<file path="src/rtl/float_copro_seq.sv">
// float_copro_seq
// ---------------------------------------------------------------------------
// Sequencing front-end of the LM32 floating-point coprocessor. The block takes
// one user-instruction request at a time. Add, sub and mul finish in a single
// execute cycle. Division runs as an iterative radix-2 restoring divider,
// followed by one normalise/round cycle. Each request returns its result on a
// one-cycle complete pulse.
//
// Ports
//   clk             rising-edge clock
//   reset_n         asynchronous active-low reset
//   user_valid      request strobe, held by the master until it sees complete
//   user_opcode     0 add, 1 sub, 2 mul, 3 div, anything else illegal (-> 0)
//   user_operand_0  op1, packed float in [FW-1:0]
//   user_operand_1  op2, packed float in [FW-1:0]
//   user_result     result float, zero-extended, held until next completion
//   user_complete   one-cycle pulse, user_result valid in that cycle
//   busy            high in every state except IDLE
// ---------------------------------------------------------------------------
module float_copro_seq (
   input  logic        clk,
   input  logic        reset_n,
   input  logic        user_valid,
   input  logic [10:0] user_opcode,
   input  logic [31:0] user_operand_0,
   input  logic [31:0] user_operand_1,
   output logic [31:0] user_result,
   output logic        user_complete,
   output logic        busy
);

   localparam int Nm = 23;
   localparam int Ne = 8;
   localparam int FW = 1 + Ne + Nm;
   localparam int CW = $clog2(Nm + 4);

   // Exponent arithmetic is done on Ne+2 bits; the MSB acts as a sign bit.
   localparam logic [Ne+1:0] BIAS  = (Ne+2)'(2**(Ne-1) - 1);
   localparam logic [Ne+1:0] E_ONE = (Ne+2)'(1);

   typedef enum logic [2:0] {IDLE, EXEC, DIV, NORM, DONE} state_t;

   state_t          state_reg;
   logic [10:0]     opcode_reg;
   logic [FW-1:0]   op1_reg;
   logic [FW-1:0]   op2_reg;
   logic [Nm+2:0]   rem_reg;
   logic [Nm+2:0]   quo_reg;
   logic [CW-1:0]   cnt_reg;
   logic [FW-1:0]   result_reg;
   logic            complete_reg;
   logic            busy_reg;

   logic [FW-1:0]   exec_result;
   logic [FW-1:0]   norm_result;
   logic [Nm+2:0]   div_b;
   logic [Nm+2:0]   rem_sub;
   logic            in_nz0;
   logic            in_nz1;

   // Final packing: underflow (exp <= 0) flushes to +0, overflow saturates
   // to a signed infinity.
   function automatic logic [FW-1:0] pack_float(input logic s,
                                                input logic [Ne+1:0] e,
                                                input logic [Nm-1:0] m);
      if (e[Ne+1] || e == '0)
         return '0;
      if (e[Ne:0] >= {1'b0, {Ne{1'b1}}})
         return {s, {Ne{1'b1}}, {Nm{1'b0}}};
      return {s, e[Ne-1:0], m};
   endfunction

   // Truncating multiply. A zero exponent field is treated as zero.
   function automatic logic [FW-1:0] float_mul(input logic [FW-1:0] a,
                                               input logic [FW-1:0] b);
      logic [2*Nm+1:0] p;
      logic [Ne+1:0]   e;
      logic [Nm-1:0]   m;
      if (a[FW-2:Nm] == '0 || b[FW-2:Nm] == '0)
         return '0;
      p = {{(Nm+1){1'b0}}, 1'b1, a[Nm-1:0]} * {{(Nm+1){1'b0}}, 1'b1, b[Nm-1:0]};
      e = {2'b00, a[FW-2:Nm]} + {2'b00, b[FW-2:Nm]} - BIAS;
      if (p[2*Nm+1]) begin
         m = p[2*Nm:Nm+1];
         e = e + E_ONE;
      end else begin
         m = p[2*Nm-1:Nm];
      end
      return pack_float(a[FW-1] ^ b[FW-1], e, m);
   endfunction

   // Truncating add. The larger magnitude sets the sign. The datapath keeps
   // a carry bit, the hidden bit and two guard bits below the mantissa.
   function automatic logic [FW-1:0] float_add(input logic [FW-1:0] a,
                                               input logic [FW-1:0] b);
      logic [FW-1:0] x;
      logic [FW-1:0] y;
      logic [Nm+3:0] mx;
      logic [Nm+3:0] my;
      logic [Nm+3:0] sm;
      logic [Ne-1:0] d;
      logic [Ne+1:0] e;
      if (a[FW-2:Nm] == '0)
         return b;
      if (b[FW-2:Nm] == '0)
         return a;
      if (a[FW-2:0] >= b[FW-2:0]) begin
         x = a;
         y = b;
      end else begin
         x = b;
         y = a;
      end
      d  = x[FW-2:Nm] - y[FW-2:Nm];
      mx = {2'b01, x[Nm-1:0], 2'b00};
      my = {2'b01, y[Nm-1:0], 2'b00} >> d;
      sm = (x[FW-1] == y[FW-1]) ? mx + my : mx - my;
      if (sm == '0)
         return '0;
      e = {2'b00, x[FW-2:Nm]};
      if (sm[Nm+3]) begin
         sm = sm >> 1;
         e  = e + E_ONE;
      end else begin
         for (int i = 0; i < Nm + 3; i++) begin
            if (!sm[Nm+2]) begin
               sm = sm << 1;
               e  = e - E_ONE;
            end
         end
      end
      return pack_float(x[FW-1], e, sm[Nm+1:2]);
   endfunction

   function automatic logic [FW-1:0] float_sub(input logic [FW-1:0] a,
                                               input logic [FW-1:0] b);
      return float_add(a, {~b[FW-1], b[FW-2:0]});
   endfunction

   // Zero tests ignore the sign bit, so -0 also counts as zero.
   assign in_nz0  = |user_operand_0[FW-2:0];
   assign in_nz1  = |user_operand_1[FW-2:0];
   assign div_b   = {2'b01, op2_reg[Nm-1:0]};
   assign rem_sub = rem_reg - div_b;

   always_comb begin
      exec_result = '0;
      case (opcode_reg)
         11'd0: exec_result = float_add(op1_reg, op2_reg);
         11'd1: exec_result = float_sub(op1_reg, op2_reg);
         11'd2: exec_result = float_mul(op1_reg, op2_reg);
         11'd3: begin
            // EXEC only handles division when one of the operands is zero.
            if (op1_reg[FW-2:0] == '0)
               exec_result = '0;
            else
               exec_result = {op1_reg[FW-1] ^ op2_reg[FW-1], {Ne{1'b1}}, {Nm{1'b0}}};
         end
         default: exec_result = '0;
      endcase
   end

   always_comb begin
      logic [Ne+1:0] ne;
      logic [Nm-1:0] mant;
      logic [Nm:0]   mr;
      logic          rnd;
      ne = {2'b00, op1_reg[FW-2:Nm]} - {2'b00, op2_reg[FW-2:Nm]} + BIAS;
      // The quotient lies in [0.5, 2) scaled by 2^(Nm+2), so only one
      // normalising step is ever needed.
      if (quo_reg[Nm+2]) begin
         mant = quo_reg[Nm+1:2];
         rnd  = quo_reg[1];
      end else begin
         mant = quo_reg[Nm:1];
         rnd  = quo_reg[0];
         ne   = ne - E_ONE;
      end
      mr = {1'b0, mant} + {{Nm{1'b0}}, rnd};
      if (mr[Nm]) begin
         mant = '0;
         ne   = ne + E_ONE;
      end else begin
         mant = mr[Nm-1:0];
      end
      norm_result = pack_float(op1_reg[FW-1] ^ op2_reg[FW-1], ne, mant);
   end

   always_ff @(posedge clk or negedge reset_n) begin
      if (!reset_n) begin
         state_reg    <= IDLE;
         opcode_reg   <= '0;
         op1_reg      <= '0;
         op2_reg      <= '0;
         rem_reg      <= '0;
         quo_reg      <= '0;
         cnt_reg      <= '0;
         result_reg   <= '0;
         complete_reg <= 1'b0;
         busy_reg     <= 1'b0;
      end else begin
         complete_reg <= 1'b0;
         case (state_reg)
            IDLE: begin
               if (user_valid) begin
                  opcode_reg <= user_opcode;
                  op1_reg    <= user_operand_0[FW-1:0];
                  op2_reg    <= user_operand_1[FW-1:0];
                  // Divider setup: R = {1,m1}, Q cleared, Nm+3 iterations.
                  rem_reg    <= {2'b01, user_operand_0[Nm-1:0]};
                  quo_reg    <= '0;
                  cnt_reg    <= CW'(Nm + 3);
                  busy_reg   <= 1'b1;
                  if (user_opcode == 11'd3 && in_nz0 && in_nz1)
                     state_reg <= DIV;
                  else
                     state_reg <= EXEC;
               end
            end
            EXEC: begin
               result_reg   <= exec_result;
               complete_reg <= 1'b1;
               state_reg    <= DONE;
            end
            DIV: begin
               if (rem_reg >= div_b) begin
                  rem_reg <= {rem_sub[Nm+1:0], 1'b0};
                  quo_reg <= {quo_reg[Nm+1:0], 1'b1};
               end else begin
                  rem_reg <= {rem_reg[Nm+1:0], 1'b0};
                  quo_reg <= {quo_reg[Nm+1:0], 1'b0};
               end
               cnt_reg <= cnt_reg - CW'(1);
               if (cnt_reg == CW'(1))
                  state_reg <= NORM;
            end
            NORM: begin
               result_reg   <= norm_result;
               complete_reg <= 1'b1;
               state_reg    <= DONE;
            end
            DONE: begin
               busy_reg  <= 1'b0;
               state_reg <= IDLE;
            end
            default: begin
               busy_reg  <= 1'b0;
               state_reg <= IDLE;
            end
         endcase
      end
   end

   assign user_result   = 32'(result_reg);
   assign user_complete = complete_reg;
   assign busy          = busy_reg;

endmodule

</file>
<file path="config.mk">
export PLATFORM = sky130hd
export DESIGN_NAME = float_copro_seq
export DESIGN_NICKNAME = d
export VERILOG_FILES = /design/src/rtl/float_copro_seq.sv
export SDC_FILE = /design/constraint.sdc
export NUM_CORES = 2
export LEC_CHECK = 0
export ABC_CLOCK_PERIOD_IN_PS = 79900
export CELL_PAD_IN_SITES_DETAIL_PLACEMENT = 1
export CELL_PAD_IN_SITES_GLOBAL_PLACEMENT = 2
export CORE_ASPECT_RATIO = 1.75
export CORE_MARGIN = 4
export CORE_UTILIZATION = 42
export DETAILED_ROUTE_END_ITERATION = 16
export PLACE_DENSITY_LB_ADDON = 0.2
export SLEW_MARGIN = 30
export SYNTH_ARGS = -nofsm -noshare
export SYNTH_HDL_FRONTEND = slang
export SYNTH_SLANG_ARGS = --single-unit
</file>
<file path="constraint.sdc">
create_clock -name clk -period 79.9 [get_ports clk]
set_input_delay 11.985 -clock clk [delete_from_list [all_inputs] [get_ports clk]]
set_output_delay 11.985 -clock clk [all_outputs]
set_load 0.01 [all_outputs]
</file>
After elaboration in Yosys (flattened, before gate mapping). Cells that the tools add are included.

Bits in registers: 169. Bits in latches: 0. Memory bits (writable): 0. Memory bits (read-only): 0. Input port bits: 78. Logic and storage cells: 873. Memories: 0.

$add $sub $neg: 70. Multiply operators: 1. Divide/modulo/power cells: 0. Magnitude comparators: 6. Equality and inequality tests: 12. Shift-type cells: 2. Multiplexer cells: 741. Bitwise operators: 3. Reduce and logical (&&, ||, !) cells: 28.

Operators by type and width (number): 2-to-1 mux 26 bit (303); 2-to-1 mux 10 bit (317); 2-to-1 mux 32 bit (47); subtractor 10 x 1 -> 10 bit (second input constant) (51); case mux 32 bit (4 select lines) (1); case mux 26 bit (2 select lines) (2); 2-to-1 mux 25 bit (4); 2-to-1 mux 23 bit (3); case mux 32 bit (2 select lines) (1); OR reduction 31 bit (2); adder 26 x 27 -> 27 bit (2); logical NOT 27 bit (2); 2-to-1 mux 1 bit (54); 2-to-1 mux 27 bit (2); right shift 26 x 8 -> 27 bit (2); subtractor 26 x 27 -> 27 bit (2); multiplier 24 x 24 -> 48 bit (1); logical NOT 10 bit (4); greater-or-equal comparator 9 x 8 -> 1 bit (second input constant) (4); equality test 11 x 2 -> 1 bit (second input constant) (3); greater-or-equal comparator 31 bit (1); logical NOT 31 bit (1); greater-or-equal comparator 26 x 24 -> 1 bit (1); subtractor 25 x 24 -> 25 bit (1); other kinds (33) (52).

Longest topological paths before layout.
Depth in word-level cells: 215. Gate-level depth with buffers: 132. Mapped depth without buffers: 117.

Worst setup path after synthesis. OpenSTA, ideal clock, no wires.

Path kind: register to register. From: reg op2_reg[21]. To: reg result_reg[14] (netlist: user_result[14]). Library setup time: 140 ps. Arrival: 24906 ps. Path slack: 54854 ps. Stages on the path, launching flop included: 129. Buffers on the path: 17. Path through: dfrtp_1 > clkbuf_1 > clkinv_1 > ha_1 > nand4_1 > or3_1 > o221ai_2 > nor2_1 > clkbuf_1 > nand2_1 > buf_2 > clkbuf_1 > clkbuf_1 > buf_1 > clkbuf_1 > buf_1 > nor2_1 > a31oi_1 > [... 93 more ...] > ha_1 > mux2_2 > ha_1 > mux2_2 > ha_1 > nand3_1 > xnor2_1 > nand2_1 > xnor2_1 > o21ai_0 > inv_1 > or4_1 > or4_1 > o21ai_2 > buf_4 > o41ai_1 > a2111oi_0 > a211oi_1.

Word-level cells in the longest chain between the ends: 204. Elaborated cells between the ends (all ways): 772. Classes of those cells: 60 x add/sub; 1 x mul; 4 x order compare; 2 x eq/ne; 2 x shift; 695 x mux; 8 x reduce/logical.

Ends and longest elaborated chain: start: declaration (line 46) `logic [FW-1:0] op2_reg;`; start signal: assignment (line 208) `op2_reg <= user_operand_1[FW-1:0];`; greater-or-equal comparator 31 bit (line 107) `if (a[FW-2:0] >= b[FW-2:0]) begin`; 2-to-1 mux 32 bit (2 in a row) (line 107); 2-to-1 mux 32 bit (line 105) `if (b[FW-2:Nm] == '0)`; 2-to-1 mux 32 bit (line 148) `case (opcode_reg)`; subtractor 8 bit (line 114) `d = x[FW-2:Nm] - y[FW-2:Nm];`; right shift 26 x 8 -> 27 bit (line 116) `my = {2'b01, y[Nm-1:0], 2'b00} >> d;`; subtractor 26 x 27 -> 27 bit or adder 26 x 27 -> 27 bit (tied branches) (line 117) `sm = (x[FW-1] == y[FW-1]) ? mx + my : mx - my;`; 2-to-1 mux 27 bit (line 117); [... 187 more ...]; 2-to-1 mux 1 bit (line 148); 2-to-1 mux 32 bit (line 70) `return {s, e[Ne-1:0], m};`; 2-to-1 mux 32 bit (line 68) `if (e[Ne:0] >= {1'b0, {Ne{1'b1}}})`; 2-to-1 mux 32 bit (line 120) `e = {2'b00, x[FW-2:Nm]};`; 2-to-1 mux 32 bit (line 107); 2-to-1 mux 32 bit (line 105); case mux 32 bit (4 select lines) (*) (line 148); case mux 32 bit (2 select lines) (*) (line 203) `case (state_reg)`; end signal: assignment (line 221) `result_reg <= exec_result;`; end signal: assignment (line 238) `result_reg <= norm_result;`; end: declaration (line 50) `logic [FW-1:0] result_reg;`.

Every way passes the cells marked *; elsewhere a longest branch is shown, timed or not. The select of a mux whose other input is x is not followed. A chain may end at the register's enable or synchronous reset.

Final worst setup path.
From: reg op2_reg[22]. To: reg result_reg[1] (netlist: user_result[1]).

Same word-level chain as after synthesis.

==> metrics.txt <==
CP max stage cell nor2_1; hold_buf cts 0; Resize count post-CTS 0; final std cells w/o fill 10.2k; final cell utilization of the core 45.4%; post-route antenna net violation count 0; clock root buffer clkbuf_16; DR vias/cell 6.72; Avg WL per Cell 32.9 µm; status completed; final count of pins violating max slew 0; initial antenna violation count 19; Hold Crit Class flip-flop to flip-flop; area of placed instances 65300 µm²; EDFF count, synth 0; YS warnings 0; DIE WIDTH 298 µm; slowest stage delay, CP 0.81 ns; gp weighted congestion 1.04; Mapped Cells 8445; vias in the first global route 73.2k; library cells used by synthesis 141; Syn Nets 9370; largest fanout on the critical path 51; Max Clk Rate 34.1 MHz; Site Rows 185; largest net degree at the start of global routing 107; H-tree levels 4; Initial Utilization 42.4%; setup violators final 0; Die ar. 153000 µm²; IO Port Bufs 111; DRC 0; Setup TNS 0 ns; CP startpoint kind flip-flop; Seq/Total Area, Yosys 6.85%; post-route design area 66100 µm²; die height 515 µm; Buf+Inv Stages, Crit Path 10; share of cells above drive strength 1 7.92%; fraction of registers with async set or reset after synthesis 100%; slew at the pin closest to its max-slew limit 1.17 ns; Seq cells post-synth 169; Tcrit/Tclk final 36.7%; Initial DRC Count 5295; Final #Nets 9258; first-pass GRT wire length 489000 µm; postcts setup bufs 0; Ports 112; post-synthesis area per instance 7.31 µm²; Final Hold Fails 0; remaining global-route overflow 0; ys flop type dfrtp_1; Pre-antenna DRT Iters 6; routed vias 68.7k; Top delay family on crit path compound AO/OA/AOI/OAI gates; Fill cells 18.5k; cts bufs inserted 17; Clock transition at path regs 0.09 ns; area grow syn2layout 7.06%; # placed instances 10.2k; RSZ-0062 raised after global routing false; CP endpoint kind flip-flop; Detailed Place HPWL 270000 µm; Post-Syn Area 61700 µm²; All-Layer GR Usage 42.6%; total of max-cap violations 0; crit path kind flip-flop to flip-flop; Worst slew margin 21.6%; later-pin clock latency in the skew report 0.47 ns; crit path DAT 29.68 ns; clock sink total 169; core area 146000 µm²; Most common cell on crit path ha_1; CTS tree done; clk_skew 0.0198 ns; Longest Clk Path Bufs 2; WL final 336000 µm; Tmin final 29.35 ns; Worst EP required 80.23 ns
-- per-stage QoR --
step | setup slack (ns) | hold slack (ns)
after global placement | 51.50 | 0.461
final | 50.55 | 0.492
after CTS | 50.93 | 0.496
after floorplan | 54.85 | 0.442
after global routing | 48.71 | 0.528
after detailed placement | 51.08 | 0.477
-- cell usage after synthesis, types with 113 or more instances --
master,n,share of area [%]
clkbuf_1,363,2.2
xnor2_1,251,3.6
nor2_1,685,4.2
o21ai_0,444,3.6
a21oi_1,490,4.0
ha_1,362,7.3
inv_1,739,4.5
fa_1,485,16
a211oi_1,135,1.6
nor4_1,113,1.1
dfrtp_1,169,6.9
nand3_1,231,1.9
mux2i_1,148,2.4
and2_1,260,2.6
nand2_1,1139,6.9
nor3_1,212,1.7
-- cell usage in the layout (no fill, tap or decap), drive strengths merged, types with 242 or more instances in the layout --
cell type	synthesis	routed
and2	262	262
fa	485	485
nor2	699	699
nand2	1146	1146
xnor2	284	284
o21ai	490	490
ha	362	362
inv	744	749
a21oi	496	496
buf	120	242
-- path summary, 6_finish.rpt --
path	from	to	slack [ns]	cells after the start
min in group asynchronous	reset_n	quo_reg[17]	11.59	1
hold / removal	opcode_reg[8]	opcode_reg[8]	0.49	2
setup / recovery	op2_reg[22]	user_result[1]	50.55	116
hold reg to reg	opcode_reg[8]	opcode_reg[8]	0.49	2
max in group asynchronous	reset_n	op2_reg[20]	67.05	2
setup reg to reg	op2_reg[22]	user_result[1]	50.55	116
-- worst reg2reg max path: cells and delay by family (launching register included) --
kind	cells	cell delay (ns)
mux	11	2.48
flops	1	0.33
compound gates	36	8.46
simple gates	31	6.96
fa+ha+maj	24	7.38
xor+xnor	4	1.53
buf+inv	10	2.05
-- layout make-up --
class                      instances  area, µm²  share of cell area [%]
multi-input combinational       7041      53100                    80.4
sequential                       169       4230                    6.40
timing repair buffer             352       2930                    4.43
inverter                         752       2820                    4.27
tap                             1870       2340                    3.54
clock buffer                      17        425                   0.644
clock inverter                    15        200                   0.303
antenna                            9       22.5                  0.0341
-- cell families after synthesis --
group	Yosys count	synth area share [%]
fa+ha+maj	854	23.2
mux	209	3.75
simple gates	3302	26.1
flops	169	6.85
xor+xnor	424	7.36
compound gates	2252	25.0
buf+inv	1235	7.73
-- per-layer routing --
metal  up-vias  global-route usage, %  share of wire, %
met5         -                      0             0.041
met3      1562                   7.50               6.0
met1     34400                   40.9                32
li1      29700                      -                 -
met4        18                   45.8                14
met2      3039                   74.0                48
Power is not shown: default switching activity piles up to over one toggle a cycle in this logic, so the estimate is an artifact.
